[config.mk]
export PLATFORM = sky130hd
export DESIGN_NAME = alarm_siren_controller
export DESIGN_NICKNAME = d
export VERILOG_FILES = /design/src/rtl/alarm_pkg.sv /design/src/rtl/alarm_delay_timer.sv /design/src/rtl/alarm_siren_controller.sv
export SDC_FILE = /design/constraint.sdc
export NUM_CORES = 1
export LEC_CHECK = 0
export CAP_MARGIN = 25
export CORE_MARGIN = 5
export CORE_UTILIZATION = 41
export DETAILED_ROUTE_END_ITERATION = 6
export DONT_BUFFER_PORTS = 1
export PLACE_DENSITY_LB_ADDON = 0.12
export SKIP_LAST_GASP = 1
export SLEW_MARGIN = 5
export SYNTH_ARGS = -nofsm -noshare
export SYNTH_HDL_FRONTEND = slang
export SYNTH_SLANG_ARGS = --single-unit
[constraint.sdc]
create_clock -name clk -period 2.4 [get_ports clk]
set_input_delay 0.12 -clock clk [delete_from_list [all_inputs] [get_ports clk]]
set_output_delay 0.12 -clock clk [all_outputs]
set_load 0.01 [all_outputs]
[src/rtl/alarm_pkg.sv]
// Shared constants for the alarm path: state encoding, state width and the
// default delay values used by both the detector top level and this controller.
package alarm_pkg;

    localparam int unsigned STATE_W = 3;

    // State encoding; codes 5..7 are illegal and recover to ST_DISARMED.
    localparam logic [STATE_W-1:0] ST_DISARMED    = 3'd0;
    localparam logic [STATE_W-1:0] ST_EXIT_DELAY  = 3'd1;
    localparam logic [STATE_W-1:0] ST_ARMED       = 3'd2;
    localparam logic [STATE_W-1:0] ST_ENTRY_DELAY = 3'd3;
    localparam logic [STATE_W-1:0] ST_ALARM       = 3'd4;

    // Default timing and keypad settings.
    localparam int unsigned DEF_EXIT_DELAY_CYC  = 16;
    localparam int unsigned DEF_ENTRY_DELAY_CYC = 8;
    localparam int unsigned DEF_SIREN_CYC       = 32;
    localparam int unsigned DEF_CNT_W           = 8;
    localparam int unsigned DEF_CODE_W          = 4;
    localparam int unsigned DEF_MAX_TRIES       = 3;

endpackage : alarm_pkg

[src/rtl/alarm_delay_timer.sv]
// Loadable down-counter for the arming/entry/siren delays.
// Ports: clk, rst (sync, active-high), load/load_val (load wins over
// decrement), done (count is zero; the counter holds at zero, never wraps).
module alarm_delay_timer #(
    parameter int unsigned CNT_W = 8
) (
    input  logic             clk,
    input  logic             rst,
    input  logic             load,
    input  logic [CNT_W-1:0] load_val,
    output logic             done
);

    logic [CNT_W-1:0] count;

    // Count register: load, else decrement until zero.
    always_ff @(posedge clk) begin
        if (rst) begin
            count <= '0;
        end else if (load) begin
            count <= load_val;
        end else if (count != '0) begin
            count <= count - CNT_W'(1);
        end
    end

    assign done = (count == '0);

endmodule : alarm_delay_timer

[src/rtl/alarm_siren_controller.sv]
// Arming/disarming FSM downstream of the opening-count detector: exit delay,
// entry delay, time-limited siren bursts, keypad disarm and tamper escalation.
// Ports: clk, rst (sync, active-high), arm_req, trigger (level), code_valid,
// code_in -> siren, armed_led, beep, state_o (all decoded from registers).
module alarm_siren_controller
    import alarm_pkg::*;
#(
    parameter int unsigned          EXIT_DELAY_CYC  = DEF_EXIT_DELAY_CYC,
    parameter int unsigned          ENTRY_DELAY_CYC = DEF_ENTRY_DELAY_CYC,
    parameter int unsigned          SIREN_CYC       = DEF_SIREN_CYC,
    parameter int unsigned          CNT_W           = DEF_CNT_W,
    parameter int unsigned          CODE_W          = DEF_CODE_W,
    parameter logic [CODE_W-1:0]    DISARM_CODE     = 4'hA,
    parameter int unsigned          MAX_TRIES       = DEF_MAX_TRIES
) (
    input  logic               clk,
    input  logic               rst,
    input  logic               arm_req,
    input  logic               trigger,
    input  logic               code_valid,
    input  logic [CODE_W-1:0]  code_in,
    output logic               siren,
    output logic               armed_led,
    output logic               beep,
    output logic [STATE_W-1:0] state_o
);

    localparam int unsigned TRY_W = (MAX_TRIES < 2) ? 1 : $clog2(MAX_TRIES + 1);

    localparam logic [CNT_W-1:0] EXIT_LOAD  = CNT_W'(EXIT_DELAY_CYC - 1);
    localparam logic [CNT_W-1:0] ENTRY_LOAD = CNT_W'(ENTRY_DELAY_CYC - 1);
    localparam logic [CNT_W-1:0] SIREN_LOAD = CNT_W'(SIREN_CYC - 1);
    localparam logic [TRY_W-1:0] LAST_TRY   = TRY_W'(MAX_TRIES - 1);

    logic [STATE_W-1:0] state;
    logic [STATE_W-1:0] state_nxt;
    logic [TRY_W-1:0]   tries;
    logic [TRY_W-1:0]   tries_nxt;
    logic               tmr_load;
    logic [CNT_W-1:0]   tmr_load_val;
    logic               tmr_done;
    logic               good;
    logic               bad;

    assign good = code_valid && (code_in == DISARM_CODE);
    assign bad  = code_valid && (code_in != DISARM_CODE);

    alarm_delay_timer #(
        .CNT_W (CNT_W)
    ) u_timer (
        .clk      (clk),
        .rst      (rst),
        .load     (tmr_load),
        .load_val (tmr_load_val),
        .done     (tmr_done)
    );

    // Next-state, wrong-code count and timer control.
    // Priority: good code > tamper > timer expiry / trigger.
    always_comb begin
        state_nxt    = state;
        tries_nxt    = tries;
        tmr_load     = 1'b0;
        tmr_load_val = '0;

        case (state)
            ST_DISARMED: begin
                tries_nxt = '0;
                if (arm_req) begin
                    state_nxt    = ST_EXIT_DELAY;
                    tmr_load     = 1'b1;
                    tmr_load_val = EXIT_LOAD;
                end
            end

            ST_EXIT_DELAY, ST_ARMED, ST_ENTRY_DELAY, ST_ALARM: begin
                if (good) begin
                    // Clearing the timer keeps DISARMED at count zero.
                    state_nxt    = ST_DISARMED;
                    tries_nxt    = '0;
                    tmr_load     = 1'b1;
                    tmr_load_val = '0;
                end else if (bad && (tries >= LAST_TRY)) begin
                    // Tamper: escalate (or restart the burst if already in ALARM).
                    state_nxt    = ST_ALARM;
                    tries_nxt    = '0;
                    tmr_load     = 1'b1;
                    tmr_load_val = SIREN_LOAD;
                end else begin
                    if (bad) begin
                        tries_nxt = tries + TRY_W'(1);
                    end
                    case (state)
                        ST_EXIT_DELAY: begin
                            if (tmr_done) begin
                                state_nxt = ST_ARMED;
                            end
                        end
                        ST_ARMED: begin
                            if (trigger) begin
                                state_nxt    = ST_ENTRY_DELAY;
                                tmr_load     = 1'b1;
                                tmr_load_val = ENTRY_LOAD;
                            end
                        end
                        ST_ENTRY_DELAY: begin
                            if (tmr_done) begin
                                state_nxt    = ST_ALARM;
                                tmr_load     = 1'b1;
                                tmr_load_val = SIREN_LOAD;
                            end
                        end
                        ST_ALARM: begin
                            if (tmr_done) begin
                                if (trigger) begin
                                    tmr_load     = 1'b1;
                                    tmr_load_val = SIREN_LOAD;
                                end else begin
                                    state_nxt = ST_ARMED;
                                end
                            end
                        end
                        default: begin
                        end
                    endcase
                end
            end

            default: begin
                state_nxt    = ST_DISARMED;
                tries_nxt    = '0;
                tmr_load     = 1'b1;
                tmr_load_val = '0;
            end
        endcase
    end

    // State register with outputs registered from the next-state decode,
    // so they always equal the decode of the state register.
    always_ff @(posedge clk) begin
        if (rst) begin
            state     <= ST_DISARMED;
            tries     <= '0;
            siren     <= 1'b0;
            armed_led <= 1'b0;
            beep      <= 1'b0;
        end else begin
            state     <= state_nxt;
            tries     <= tries_nxt;
            siren     <= (state_nxt == ST_ALARM);
            armed_led <= (state_nxt == ST_ARMED) || (state_nxt == ST_ENTRY_DELAY) ||
                         (state_nxt == ST_ALARM);
            beep      <= (state_nxt == ST_EXIT_DELAY) || (state_nxt == ST_ENTRY_DELAY);
        end
    end

    assign state_o = state;

endmodule : alarm_siren_controller
======== After elaboration in Yosys (flattened, before gate mapping) ========
Index checks and enable logic that the tools add are counted.
storage, ports and cells
  register bits after elaboration ......... 16
  bits of input ports ..................... 9
  bits in read-only memories .............. 0
  memories kept ........................... 0
  bits in latches ......................... 0
  output and inout port bits .............. 6
  memory bits (writable) .................. 0
  logic and storage cells ................. 61
cells by class
  reductions and logical operators ........ 12
  equality and inequality tests ........... 10
  add/subtract/negate cells ............... 2
  bitwise gates (word level) .............. 1
  shift operators ......................... 0
  $mul .................................... 0
  order comparisons ....................... 1
  div/mod/pow operators ................... 0
  multiplexer cells ....................... 29
operators by type and width
  operator             count
  $mux 3               9
  $mux 5               5
  $mux 8               2
  $pmux 8 s2           1
  $pmux 5 s3           1
  $eq 3x2->1 const B   4
  $pmux 3 s4           1
  $logic_not 8->1      1
  $reduce_bool 8->1    1
  $reduce_or 4->1      2
  $sub 8x1->8 const B  1
  $eq 3x1->1 const B   2
  $eq 3x3->1 const B   2
  $mux 1               6
  $pmux 3 s2           1
  $eq 4x4->1 const B   1
  $mux 4               1
  $ne 4x4->1 const B   1
  $logic_and 1x1->1    3
  $logic_not 3->1      1
  $logic_or 1x1->1     3
  $pmux 1 s3           1
  $add 2x1->2 const B  1
  $ge 2x2->1 const B   1
  other kinds (3)      3

======== Longest topological paths before layout ========
  depth after elaboration ................. 9
  gate-level depth with buffers ........... 7
  gate-level depth less buffers ........... 7

======== Hierarchy ========
From an unflattened synthesis, not the netlist that was laid out.
second synthesis, totals
  cell total of the unflattened synthesis .. 120
  area, all modules ....................... 1,033.5 sq um
by module, submodules not included
  module                  times used  area an instance (sq um)  seq. area each (sq um)  cells each
  alarm_siren_controller  1           558.0                     160.2                   67
  alarm_delay_timer       1           475.5                     160.2                   53

======== Worst setup path before layout ========
Ideal clock, no wire load.
  kind .................................... reg-to-reg
  from .................................... register u_timer.count[0]
  to ...................................... register u_timer.count[7]
  library setup time ...................... 80 ps
  clock period less this slack ............ 2,134 ps
  buffers on the path ..................... 0
  slack ................................... 266 ps
  required time ........................... 2,320 ps
  cell stages (with the launch flop) ...... 8
  data arrival time ....................... 2,054 ps
  cell sequence ........................... dfxtp_1 -> inv_1 -> ha_1 -> or2b_1 -> nor3_4 -> or4b_1 -> or4_1 -> a211oi_2
between the ends
  word-level cells in the longest chain between the ends .. 7
  elaborated cells on any way between the ends .. 12
  classes of those cells .................. 1 x add/sub; 8 x mux; 3 x reduce/logical
RTL lines
  element                                      line                                                          source
  start, declared                              alarm_delay_timer.sv:14                                       logic [CNT_W-1:0] count;
  start signal, assigned                       alarm_delay_timer.sv:21                                       count <= load_val;
  start signal, assigned                       alarm_delay_timer.sv:23                                       count <= count - CNT_W'(1);
  $logic_not 8->1                              alarm_delay_timer.sv:27                                       assign done = (count == '0);
  $mux 1, on equally long branches             alarm_siren_controller.sv:114, alarm_siren_controller.sv:107
  $pmux 1 s3                                   alarm_siren_controller.sv:93                                  case (state)
  $mux 1                                       alarm_siren_controller.sv:83                                  end else if (bad && (tries >= LAST_TRY)) begin
  $mux 1                                       alarm_siren_controller.sv:77                                  if (good) begin
  $pmux 1 s2                                   alarm_siren_controller.sv:66                                  case (state)
  $mux 8 or $reduce_bool 2->1 (tied branches)  n/a
Parallel ways exist; a longest one is shown, timed or not. The select of a mux whose other input is x is not followed.
A chain may end at the register's enable or synchronous reset.

======== Worst setup path after layout ========
Same ends and word-level chain as after synthesis.

==> impl_metrics.tcl <==
set metrics [dict create \
    grt_max_degree 13 \
    syn_avg_cell_area_um2 8.43 \
    rows 18 \
    ys_types 40 \
    p_total_mw 1.13 \
    fin_area_um2 1130 \
    hold_path.startpoint "trigger" \
    r2r_end "u_timer.count[7]$_SDFFE_PP0P_" \
    ys_seq_area_share_pct 30.9 \
    hpwl_um 1860 \
    core_um2 2450 \
    r2r_cells 7 \
    yosysTopAreaCell "dfxtp_1" \
    fp.dieW_um 60.3 \
    crit_type "reg2reg" \
    fin_crit_ns 2.24 \
    critPathCaptureType "flip-flop" \
    multi_input_area_um2 676 \
    r2r-start "u_timer.count[0]$_SDFFE_PP0P_" \
    wl_per_cell_um 15.0 \
    synth-main-ff-cell "dfxtp_1" \
    synth_edf_count 0 \
    crit_path_start_kind "flip-flop" \
    timing.max_cap.violations 0 \
    rrSetupSlack_ns 0.16 \
    synth_top_area_share_pct 30.9 \
    synth_area_um2 1040 \
    fillers 259 \
    grt_usage_pct 15.4 \
    final_util_pct 46.0 \
    postRouteAntennaNets 0 \
    cellPowerDensity_nw_per_um2 1000 \
    h-tree-depth 1 \
    clk_pin_slew_ns 0.10 \
    cp.arrival_ns 2.46 \
    hp-class "in2reg" \
    cts-root-buf "clkbuf_4" \
    grt-ovfl-total 0 \
    post-route-drc-count 0 \
    seq_area_um2 320 \
    yosysWarnings 0 \
    chipHeight_um 60.3 \
    cts_buffers 3 \
    firstDrtPassIters 4 \
    ioPinCount 15 \
    slowest_stage "or4b_1" \
    fin_worst_skew_ns 0.00313 \
    cp-startpoint "u_timer.count[0]$_SDFFE_PP0P_" \
    worst_pin_slew_ns 0.601 \
    whs_endpoint "state_o[1]$_SDFF_PP0_" \
    antennaDiodeCount 0 \
    cts_resized 0 \
    grt_pass1_wl_um 4240 \
    design.die.area_um2 3640 \
    ctsHoldBuffers 1 \
    slew_violations 0 \
    setup_viol 0 \
    post-route-period-util_pct 93.5 \
    clock-sinks 16 \
    cts_setup_buffers 0 \
    fin_nets 142 \
    ys_ff_latch 16 \
    drt_wl_total_um 2380 \
    syn_inst 123 \
    status "complete, no violations" \
    clock_path_buffers 2 \
    grt_pass1_vias 897 \
    area_delta_synth_final_pct 8.93 \
    critical_path.max_fanout 4 \
    async_reset_ff_share_pct 0 \
    start_util_pct 42.3 \
    max_slew_margin_pct 59.4 \
    finalSetupTns_ns 0 \
    cpPeakStageDelay_ns 0.54 \
    io_buffers 0 \
    rsz0062_at_grt "no" \
    hold_viol 0 \
    avgViaCountPerCell 5.91 \
    yosys-top-cells-area "dfxtp_1 (31%), a21oi_1 (4.3%), nor3_1 (4.3%)" \
    crit_required_ns 2.61 \
    p_leak_nw 0.402 \
    vias 933 \
    placed_area_um2 1100 \
    path_cells "inv_1, ha_1, or2b_1, nor3_4, or4b_1, or4_1, a211oi_2" \
    insertion_delay_ns 0.28 \
    drt_iter0_markers 27 \
    vdd_drop_max_mv 0.478 \
    antenna_found_initial 0 \
    fmax_ghz 0.446 \
    cts_tree "built" \
    synth_fp_nets 135 \
    drive_above_1_share_pct 12.5 \
    hold_depth 3 \
    gp_congestion 0.800 \
]
-- per-stage QoR --
step	instances	setup WS [ns]	hold WS, ns
floorplan	123	0.266	0.322
global route	158	0.0288	0.0295
detailed placement	154	0.188	0.194
finish	158	0.156	0.0363
CTS	158	0.166	0.0316
global placement	154	0.199	0.194
-- power breakdown --
part	total, mW	switching [mW]	leakage, nW	internal (mW)
sequential	0.393	0.0672	0.131	0.326
combinational	0.596	0.329	0.256	0.267
clock	0.146	0.0875	0.0138	0.0582
-- worst max-delay path by stage --
| stage | slack [ns] | end |
|---|---|---|
| finish | 0.16 | u_timer.count[7]$_SDFFE_PP0P_ |
| global route | 0.03 | u_timer.count[7]$_SDFFE_PP0P_ |
| CTS | 0.17 | u_timer.count[7]$_SDFFE_PP0P_ |
| detailed placement | 0.19 | u_timer.count[7]$_SDFFE_PP0P_ |
| global placement | 0.20 | u_timer.count[7]$_SDFFE_PP0P_ |
| floorplan | 0.27 | u_timer.count[7]$_SDFFE_PP0P_ |
-- cells in the final DEF, fill, tap and decap left out, types with 2 or more instances in the layout --
master,Yosys,layout
a211oi_2,2,2
nor3b_1,4,4
nand2_1,6,6
nor2_1,10,10
nor3_1,9,9
nand2b_1,3,3
xnor2_1,4,4
nand4bb_1,2,2
a221oi_1,2,2
clkbuf_4,0,3
dfxtp_1,16,16
buf_4,0,5
xor2_1,2,2
inv_1,7,7
o31ai_1,4,4
ha_1,3,3
o21ai_0,6,6
nor4bb_1,2,2
a31oi_1,4,4
nor4_1,2,2
nand3_1,2,2
or3_1,2,2
a21oi_1,9,9
-- sequential cells by signal, indices dropped and copies added (netlist names) --
register	count
u_timer.count	8
armed_led	1
state_o	3
beep	1
siren	1
tries	2
-- area by class of cell --
class                           count  area share (%)
Clock buffer                        3            1.99
Multi-Input combinational cell     96            59.8
Tap cell                           30            3.32
Timing Repair Buffer                6            4.21
Inverter                            7            2.33
Sequential cell                    16            28.4
-- cells in the mapped netlist, types with 2 or more instances --
master and n:
a211oi_2 2, a21oi_1 9, a221oi_1 2, a31oi_1 4, clkbuf_1 4, dfxtp_1 16
ha_1 3, inv_1 7, nand2_1 6, nand2b_1 3, nand3_1 2, nand4bb_1 2
nor2_1 10, nor3_1 9, nor3b_1 4, nor4_1 2, nor4bb_1 2, o21ai_0 6
o31ai_1 4, or3_1 2, xnor2_1 4, xor2_1 2
-- kinds of logic (layout without fill, tap and decap cells) --
group / count (synthesis) / in the layout / share of synthesized area, %
compound gates: 37 / 37 / 27.1
xor+xnor: 6 / 6 / 5.07
fa+ha+maj: 3 / 3 / 3.62
buf+inv: 11 / 16 / 3.98
flops: 16 / 16 / 30.9
simple gates: 50 / 50 / 29.3
-- worst max-delay path, delay by kind of cell, from the launching register on --
family	cells	cell delay, ns
AO/OA/AOI/OAI	1	0.22
adder cells (fa/ha/maj)	1	0.19
buffers and inverters	1	0.08
flip-flops	1	0.35
AND/OR/NAND/NOR	4	1.32
-- per-layer routing --
layer	share of wire, %	up-vias	wire length (um)	track usage, %
met5	0	-	0	0
met4	1.1	0	25	3.80
li1	-	475	-	-
met3	8.0	4	191	4.54
met2	42	36	1000	23.0
met1	49	418	1160	21.5
Power figures use the tool's default switching activity.
